File: src/rtl/uart_tx_buf.sv
// Buffered UART transmitter: DEPTH-byte FIFO feeding an LSB-first 8N1 serializer.
// Define UART_TX_PARITY_EN to insert an even-parity bit (8E1 frames).
module uart_tx_buf #(
  parameter int unsigned CLK_DIV = 868,
  parameter int unsigned DEPTH   = 16
) (
  input  logic                     clk_i,
  input  logic                     rst_i,
  input  logic                     wr_i,
  input  logic [7:0]               wdata_i,
  output logic                     full_o,
  output logic [$clog2(DEPTH):0]   level_o,
  output logic                     busy_o,
  output logic                     ovf_o,
  output logic                     tx_o
);
  localparam int unsigned AW = $clog2(DEPTH);
  localparam int unsigned CW = (CLK_DIV > 1) ? $clog2(CLK_DIV) : 1;
  localparam logic [CW-1:0] BIT_LAST = CW'(CLK_DIV - 1);

  typedef enum logic [2:0] {
    IDLE,
    START,
    DATA,
`ifdef UART_TX_PARITY_EN
    PARITY,
`endif
    STOP
  } state_t;

  state_t        state_q, state_d;
  logic [CW-1:0] cnt_q, cnt_d;
  logic [2:0]    idx_q, idx_d;
  logic [7:0]    data_q, data_d;
  logic          tx_q, tx_d;
  logic [AW:0]   wr_ptr_q, wr_ptr_d, rd_ptr_q, rd_ptr_d;
  logic [AW:0]   level_q;
  logic          full_q, full_d, empty_q, empty_d;
  logic          ovf_q;
  logic          push, pop, bit_end;
  logic [7:0]    mem_q [DEPTH];
  logic [7:0]    head;

  assign head = mem_q[rd_ptr_q[AW-1:0]];

  // Pops only ever look at the registered empty flag, so a byte written at
  // edge E is popped no earlier than E+1, and the pop never frees space early.
  always_comb begin
    state_d = state_q;
    cnt_d   = cnt_q;
    idx_d   = idx_q;
    data_d  = data_q;
    tx_d    = tx_q;
    pop     = 1'b0;
    push    = wr_i & ~full_q;
    bit_end = (cnt_q == BIT_LAST);
    if (state_q != IDLE) cnt_d = bit_end ? '0 : cnt_q + 1'b1;
    case (state_q)
      IDLE: begin
        if (!empty_q) begin
          pop     = 1'b1;
          data_d  = head;
          tx_d    = 1'b0;
          cnt_d   = '0;
          state_d = START;
        end
      end
      START: begin
        if (bit_end) begin
          idx_d   = '0;
          tx_d    = data_q[0];
          state_d = DATA;
        end
      end
      DATA: begin
        if (bit_end) begin
          if (idx_q == 3'd7) begin
`ifdef UART_TX_PARITY_EN
            tx_d    = ^data_q;
            state_d = PARITY;
`else
            tx_d    = 1'b1;
            state_d = STOP;
`endif
          end else begin
            idx_d = idx_q + 3'd1;
            tx_d  = data_q[idx_d];
          end
        end
      end
`ifdef UART_TX_PARITY_EN
      PARITY: begin
        if (bit_end) begin
          tx_d    = 1'b1;
          state_d = STOP;
        end
      end
`endif
      STOP: begin
        if (bit_end) begin
          if (!empty_q) begin
            pop     = 1'b1;
            data_d  = head;
            tx_d    = 1'b0;
            state_d = START;
          end else begin
            tx_d    = 1'b1;
            state_d = IDLE;
          end
        end
      end
      default: begin
        tx_d    = 1'b1;
        cnt_d   = '0;
        state_d = IDLE;
      end
    endcase
    wr_ptr_d = wr_ptr_q + {{AW{1'b0}}, push};
    rd_ptr_d = rd_ptr_q + {{AW{1'b0}}, pop};
    full_d   = (wr_ptr_d[AW] != rd_ptr_d[AW]) && (wr_ptr_d[AW-1:0] == rd_ptr_d[AW-1:0]);
    empty_d  = (wr_ptr_d == rd_ptr_d);
  end

  always_ff @(posedge clk_i) begin
    if (rst_i) begin
      state_q  <= IDLE;
      cnt_q    <= '0;
      idx_q    <= '0;
      data_q   <= '0;
      tx_q     <= 1'b1;
      wr_ptr_q <= '0;
      rd_ptr_q <= '0;
      level_q  <= '0;
      full_q   <= 1'b0;
      empty_q  <= 1'b1;
      ovf_q    <= 1'b0;
    end else begin
      state_q  <= state_d;
      cnt_q    <= cnt_d;
      idx_q    <= idx_d;
      data_q   <= data_d;
      tx_q     <= tx_d;
      wr_ptr_q <= wr_ptr_d;
      rd_ptr_q <= rd_ptr_d;
      level_q  <= wr_ptr_d - rd_ptr_d;
      full_q   <= full_d;
      empty_q  <= empty_d;
      ovf_q    <= wr_i & full_q;
    end
  end

  always_ff @(posedge clk_i) begin
    if (push) mem_q[wr_ptr_q[AW-1:0]] <= wdata_i;
  end

  assign full_o  = full_q;
  assign level_o = level_q;
  assign busy_o  = (state_q != IDLE);
  assign ovf_o   = ovf_q;
  assign tx_o    = tx_q;
endmodule
File: config.mk
export PLATFORM = sky130hd
export DESIGN_NAME = uart_tx_buf
export DESIGN_NICKNAME = d
export VERILOG_FILES = /design/src/rtl/uart_tx_buf.sv
export SDC_FILE = /design/constraint.sdc
export NUM_CORES = 1
export LEC_CHECK = 0
export ABC_AREA = 1
export ABC_CLOCK_PERIOD_IN_PS = 5550
export CAP_MARGIN = 20
export CELL_PAD_IN_SITES_DETAIL_PLACEMENT = 1
export CELL_PAD_IN_SITES_GLOBAL_PLACEMENT = 2
export CORE_MARGIN = 3
export CORE_UTILIZATION = 45
export CTS_BUF_LIST = sky130_fd_sc_hd__clkbuf_16
export CTS_CLUSTER_SIZE = 16
export DETAILED_ROUTE_END_ITERATION = 8
export PLACE_DENSITY_LB_ADDON = 0.12
export SLEW_MARGIN = 30
export SYNTH_ARGS = -nofsm -noshare
export SYNTH_HDL_FRONTEND = slang
export SYNTH_SLANG_ARGS = --single-unit
File: constraint.sdc
create_clock -name clk_i -period 5.55 [get_ports clk_i]
set_input_delay 0.8325 -clock clk_i [delete_from_list [all_inputs] [get_ports clk_i]]
set_output_delay 0.8325 -clock clk_i [all_outputs]
set_load 0.02 [all_outputs]
==> flow_summary_export.csv, run 1 <==
group,metric,value,unit
synth,syn_nets,663,
grt,grt_use_total,0.201,
power_and_ir_drop,p_int,2.28,mW
synth,synth.most_common_cell,"nor2_1",
cts,cts_setup_buffers,0,
layout,diodes,0,
synth,synthSimpleGateAreaFrac,0.136,
layout,drive_gt1_frac,0.0767,
synth,yosysTopAreaCellShare,0.537,
detailed_routing,viasPerCell,5.43,
sta,fin_crit,2.97,ns
sta,period_share,0.535,
cts,cts_tree,"yes",
synth,synth_edf_count,128,
sta,setup_tns,0,ns
sta,tightest_slew,0.856,ns
synth,ys.warnings.count,0,
power_and_ir_drop,cellLeakagePower,2.74,nW
floorplan,die_w,132,µm
sta,max-slew-margin-rel,0.427,
sta,final_max_slew_viol_count,0,
grt,grt_max_degree,68,
placement,hpwl,10.6,mm
power_and_ir_drop,fin_total_pwr,3.38,mW
power_and_ir_drop,p_per_area,420,nW/µm²
synth,synth_compound_area_frac,0.118,
cts,insertion_delay,0.43,ns
synth,yosysSeqAreaShare,0.654,
layout,num-nets-final,676,
power_and_ir_drop,p_switching,1.10,mW
floorplan,die_area,17500,µm²
layout,area_growth,12.3,%
detailed_routing,drc,0,
synth,yosys-mux-area-fraction,0.0140,
sta,rsz0062_at_grt,"false",
worst_setup_path,cp_slowest_cell,"clkdlybuf4s50_1",
cts,numCtsBuffers,17,
status,status,"complete, no violations",
power_and_ir_drop,ir_worst_vdd,0.291,mV
synth,netlist_area,7160,µm²
floorplan,ios,20,
floorplan,fp.dieH,132,µm
detailed_routing,post_drt_wl_per_cell,19.0,µm
sta,fin_skew,0.0124,ns
synth,synth_area_leaders,"edfxtp_1, dfxtp_1, nor2_1",
worst_setup_path,critPathKind,"input port to register",
cts,cts.clk_slew.worst_paths,0.07,ns
detailed_routing,drt_wl_total,16.6,mm
worst_setup_path,cp.required,5.87,ns
worst_setup_path,critPathMaxStageDelay,0.48,ns
grt,antenna_found_initial,0,
sta,timing.fmax,337,MHz
detailed_routing,drt_first_pass_iters,5,
detailed_routing,ant_nets,0,
synth,synth_fa_ha_area_frac,0.0227,
placement,port_buffers,19,
grt,grt_overflow_total,0,
sta,finalHoldViolations,0,
synth,synthFlopType,"edfxtp_1",
grt,grt_pass1_wl,27.1,mm
detailed_routing,dr_total_vias,4755,
synth,ys_ff_latch,170,
synth,synth_xor_area_frac,0.0122,
power_and_ir_drop,p_clk_frac,0.325,
cts,cts_buffer_depth,2,
cts,root_buffer,"clkbuf_16",
synth,synth_cell_types,38,
worst_setup_path,path_cells,"clkdlybuf4s50_1 > inv_1 > nor2_1 > ha_1 > ha_1 > nor2_1 > nor2_1 > ha_1 > nor2_1 > nor2_1 > nor2_1 > nand2_1 > nand3_1 > nand2_1",
power_and_ir_drop,switching_share,0.324,
floorplan,initial_utilization,0.466,
worst_setup_path,arrival,3.29,ns
sta,setup_violations,0,
power_and_ir_drop,p_seq_frac,0.442,
synth,synth_top_family_by_area,"simple AND/OR/NAND/NOR gates",
synth,syn_area_per_cell,11.2,µm²
cts,cts.sinks,170,
cts,ctsResizeCount,0,
floorplan,core_area,15400,µm²
synth,synthArstFlopShare,0,
cts,htree_levels,4,
worst_setup_path,path_buf_inv,2,
worst_setup_path,cp_common_cell,"nor2_1",
worst_setup_path,crit_family,"simple AND/OR/NAND/NOR gates",
synth,ys_top_cells_by_count,"nor2_1, edfxtp_1, o21ai_0",
worst_setup_path,end_kind,"register",
detailed_routing,drt_iter0_drc,419,
job,drv_cap,0,
cts,cts.hold.buffers_added,0,
synth,yosysTopAreaCell,"edfxtp_1",
worst_setup_path,startpoint_type,"input port",
grt,grt_pass1_vias,4993,
placement,gp_congestion,0.788,
synth,syn_inst,639,
power_and_ir_drop,combPwrFrac,0.233,
hold_path,hp-class,"register to register",
floorplan,num_rows,45,
worst_setup_path,path_max_fanout,5,
## power by group through the flow
stage	Sequential (mW)	Clock, mW	Combinational [mW]
2_1_floorplan	1.52	0	0.549
3_3_place_gp	1.52	0	0.771
3_5_place_dp	1.52	0	0.794
4_1_cts	1.49	1.12	0.801
5_1_grt	1.50	1.17	0.897
6_report	1.49	1.10	0.788
## cell families (layout without fill, tap and decap cells)
| kind of cell | after synthesis | count (layout) |
|---|---|---|
| DFF | 170 | 170 |
| muxes | 10 | 10 |
| buffers and inverters | 71 | 97 |
| adders and majority gates | 13 | 13 |
| xor gates and xnor gates | 10 | 10 |
| and+or+nand+nor | 223 | 223 |
| AOI/OAI and AO/OA | 142 | 142 |
## flip-flops by register name (all words and copies together) (netlist names)
register and cells:
full_o 1, state_q 2, cnt_q 10, tx_o 1
mem_q 128, level_o 5, empty_q 1, rd_ptr_q 5
data_q 8, idx_q 3, wr_ptr_q 5, ovf_o 1
## path summary, 6_finish.rpt
check,start,endpoint,slack [ns],depth (start not counted)
hold / removal,full_o,ovf_o,0.48,2
setup reg to reg,state_q[1],level_o[4],2.73,18
setup / recovery,wr_i,level_o[4],2.58,14
hold reg to reg,full_o,ovf_o,0.48,2
## cell type report
cell class              count  area [µm²]
clock buffers              17         425
clock inverters            15         114
fillers                  1634        7340
inverters                  42         158
multi-input cells         398        2170
flip-flops and latches    170        4690
well taps                 211         264
repair buffers             23         220
## worst register-to-register path: stages, from the launching register on
cell and delay [ns]:
dfxtp_1 0.33, inv_1 0.13, ha_1 0.29, inv_2 0.14
nor3_1 0.21, inv_2 0.08, nand2_4 0.10, nand2_1 0.07
inv_1 0.08, ha_1 0.24, nor2_1 0.20, nor2_1 0.09
ha_1 0.20, nor2_1 0.18, nor2_1 0.07, nor2_1 0.08
nand2_1 0.07, nand3_1 0.08, nand2_1 0.05
## metal layers
layer | vias to the layer above | routed length [µm] | track usage
met2 | 98 | 8130 | 0.330
met1 | 2340 | 7460 | 0.263
met3 | 16 | 753 | 0.0477
met5 | - | 0 | 0
met4 | 0 | 269 | 0.0723
li1 | 2301 | - | -
## cell usage in the layout (no fill, tap or decap), types with 2 or more instances in the layout
cell type | synthesis | routed
nor2_1 | 139 | 139
edfxtp_1 | 128 | 128
o21ai_0 | 81 | 81
dfxtp_1 | 42 | 40
inv_1 | 37 | 38
nand2_1 | 37 | 37
nand3_1 | 19 | 19
clkdlybuf4s50_1 | 0 | 19
o211ai_1 | 17 | 17
clkbuf_16 | 0 | 17
o221ai_1 | 13 | 13
ha_1 | 13 | 13
a21oi_1 | 12 | 12
mux2i_1 | 10 | 10
a31oi_1 | 9 | 9
nor3_1 | 8 | 8
xor2_1 | 8 | 8
inv_6 | 0 | 7
nand4_1 | 6 | 6
inv_2 | 4 | 4
clkinv_1 | 1 | 4
buf_4 | 3 | 4
nand2_2 | 3 | 3
o21ai_1 | 3 | 3
nor3b_1 | 3 | 3
clkinv_4 | 0 | 3
nand3_2 | 2 | 2
nand3_4 | 2 | 2
xnor2_1 | 2 | 2
a211oi_1 | 2 | 2
o22ai_1 | 2 | 2
dfxtp_2 | 0 | 2
## per-stage QoR
step / hold WS, ns / cells / cell area (µm²) / worst slack [ns] / utilization
2_1_floorplan: 0.475 / 639 / 7160 / 3.11 / -
3_3_place_gp: 0.459 / 844 / 7500 / 2.25 / 0.488
3_5_place_dp: 0.471 / 844 / 7500 / 2.19 / 0.488
4_1_cts: 0.485 / 876 / 8040 / 2.62 / 0.523
5_1_grt: 0.508 / 876 / 8040 / 2.45 / 0.523
6_report: 0.480 / 876 / 8040 / 2.58 / 0.523
Power figures use the tool's default switching activity.
==> run 2, diff against run 1 <==
--- a/config.mk
+++ b/config.mk
@@ -6,12 +6,12 @@
 export NUM_CORES = 1
 export LEC_CHECK = 0
 export ABC_AREA = 1
-export ABC_CLOCK_PERIOD_IN_PS = 5550
+export ABC_CLOCK_PERIOD_IN_PS = 2850
 export CAP_MARGIN = 20
 export CELL_PAD_IN_SITES_DETAIL_PLACEMENT = 1
 export CELL_PAD_IN_SITES_GLOBAL_PLACEMENT = 2
 export CORE_MARGIN = 3
-export CORE_UTILIZATION = 45
+export CORE_UTILIZATION = 42
 export CTS_BUF_LIST = sky130_fd_sc_hd__clkbuf_16
 export CTS_CLUSTER_SIZE = 16
 export DETAILED_ROUTE_END_ITERATION = 8
==> constraint.sdc (replaced) <==
create_clock -name clk_i -period 2.85 [get_ports clk_i]
set_input_delay 0.4275 -clock clk_i [delete_from_list [all_inputs] [get_ports clk_i]]
set_output_delay 0.4275 -clock clk_i [all_outputs]
set_load 0.02 [all_outputs]
==> run 2 against run 1 <==
  * Flip-flop and latch count unchanged
  * Cell count increased by 3.1%
  * Die area increased by 6.8%
  * Register-to-register slack got worse by 2.5 ns
==> flow_summary_export.csv, run 2 (synthesized netlist as in run 1, its figures left out) <==
group,metric,value,unit
placement,gp_congestion,0.783,
layout,area_growth,15.4,%
cts,cts_buffer_depth,2,
hold_path,hp-class,"register to register",
worst_setup_path,path_cells,"inv_1 > ha_4 > nor3_2 > inv_2 > nand2_4 > nand2_1 > inv_1 > ha_1 > nor2_2 > nor2_1 > ha_1 > nor2_1 > nor2_1 > nor2_1 > nand2_1 > nand3_1 > nand2_1",
sta,max-slew-margin-rel,0.501,
worst_setup_path,critPathKind,"register to register",
power_and_ir_drop,cellLeakagePower,2.86,nW
worst_setup_path,startpoint_type,"register",
placement,port_buffers,19,
layout,num-nets-final,697,
floorplan,die_area,18600,µm²
power_and_ir_drop,ir_worst_vdd,0.471,mV
sta,finalHoldViolations,0,
worst_setup_path,cp_common_cell,"nor2_1",
grt,grtUsageMet2,0.329,
worst_setup_path,endpoint,"level_o[4]",
grt,grt_max_degree,66,
worst_setup_path,cp_slowest_cell,"dfxtp_1",
worst_setup_path,critPathMaxStageDelay,0.37,ns
sta,final_max_slew_viol_count,0,
cts,cts_setup_buffers,0,
grt,grt_overflow_total,0,
job,drv_cap,0,
sta,worst_slack,0.211,ns
sta,timing.fmax,379,MHz
detailed_routing,post_drt_wl_per_cell,18.8,µm
floorplan,fp.dieH,137,µm
detailed_routing,viasPerCell,5.31,
detailed_routing,drc,0,
layout,largest_reg_flops,128,
cts,insertion_delay,0.43,ns
cts,cts.clk_slew.worst_paths,0.06,ns
worst_setup_path,cp.required,3.17,ns
sta,hold_ws,0.477,ns
placement,hpwl,11.3,mm
sta,period_share,0.926,
placement,placed_cell_area,7660,µm²
sta,fin_crit,2.64,ns
sta,rsz0062_at_grt,"false",
sta,setup_tns,0,ns
detailed_routing,drt_iter0_drc,279,
power_and_ir_drop,p_per_area,820,nW/µm²
floorplan,core_area,16600,µm²
sta,tightest_slew,0.748,ns
layout,fin_area,8260,µm²
hold_path,hold_depth,2,
worst_setup_path,path_max_fanout,4,
floorplan,die_w,137,µm
status,status,"complete, no violations",
grt,grt_use_total,0.193,
worst_setup_path,timing.rr.end,"level_o[4]",
layout,final_common_cell,"nor2_1",
detailed_routing,drt_first_pass_iters,4,
worst_setup_path,ff2ff_setup_slack,0.21,ns
detailed_routing,drt_wl_total,17.0,mm
floorplan,initial_utilization,0.430,
floorplan,num_rows,47,
sta,setup_violations,0,
grt,use_met1,0.246,
floorplan,ios,20,
layout,diodes,0,
cts,root_buffer,"clkbuf_16",
cts,numCtsBuffers,17,
grt,antenna_found_initial,0,
cts,cts.sinks,170,
worst_setup_path,arrival,2.96,ns
sta,fin_skew,0.0103,ns
layout,fillers,1780,
detailed_routing,dr_total_vias,4798,
worst_setup_path,regToRegStartpoint,"state_q[0]",
detailed_routing,ant_nets,0,
worst_setup_path,end_kind,"register",
placement,placed_cells,874,
layout,drive_gt1_frac,0.107,
grt,grt_pass1_wl,26.9,mm
grt,use_met3,0.0404,
cts,htree_levels,4,
cts,cts_tree,"yes",
grt,grt_pass1_vias,5038,
worst_setup_path,crit_start,"state_q[0]",
placement,place_worst_setup_slack,0.0632,ns
worst_setup_path,rr_worst_depth,17,
layout,mostFrequentLayoutCells,"nor2_1, edfxtp_1, o21ai_0, dfxtp_1",
grt,busiest_layer,"met2",
layout,instances_no_fill,903,
==> run 2: stage by stage <==
step | power, mW | util
after floorplan | 4.04 | -
after detailed placement | 4.52 | 0.461
after CTS | 6.83 | 0.495
after global placement | 4.47 | 0.461
final | 6.78 | 0.496
after global routing | 7.15 | 0.496
==> run 2: area by class of cell <==
class	count	area, µm²	area share
multi-input combinational	398	2190	0.265
clock inverter	12	149	0.0180
tap	220	275	0.0333
sequential	170	4690	0.567
inverter	42	158	0.0191
clock buffer	17	425	0.0515
timing repair buffer	44	378	0.0458
==> run 2: layer usage <==
layer / share of wire / vias up
met5: 0 / -
met4: 0.013 / 0
met3: 0.027 / 20
met2: 0.51 / 57
met1: 0.45 / 2391
li1: - / 2330
==> run 2: where the power goes <==
part	total (mW)	switching, mW	leakage (nW)	internal [mW]
combinational	1.57	1.03	1.08	0.538
clock	2.30	0.935	0.278	1.36
sequential	2.92	0.0987	1.50	2.82
total	6.78	2.06	2.86	4.72
==> run 2: worst min-delay path by stage <==
stage,startpoint,end
final,full_o,ovf_o
after global routing,full_o,ovf_o
after CTS,full_o,ovf_o
after detailed placement,full_o,ovf_o
after global placement,tx_o,tx_o
after floorplan,idx_q[1],idx_q[1]
==> run 2: worst max-delay path: cells and delay by family (launching register included) <==
kind | cells | cell delay, ns
and+or+nand+nor | 11 | 1.20
adders and majority gates | 3 | 0.71
DFF | 1 | 0.37
buffers and inverters | 3 | 0.26
==> run 2: timing repair <==
action / CTS / global route
hold buffers: 0 / 0
endpoints found under the hold margin: 0 / 0
endpoints found under the setup margin: 0 / 1
gates resized for setup: 0 / 3
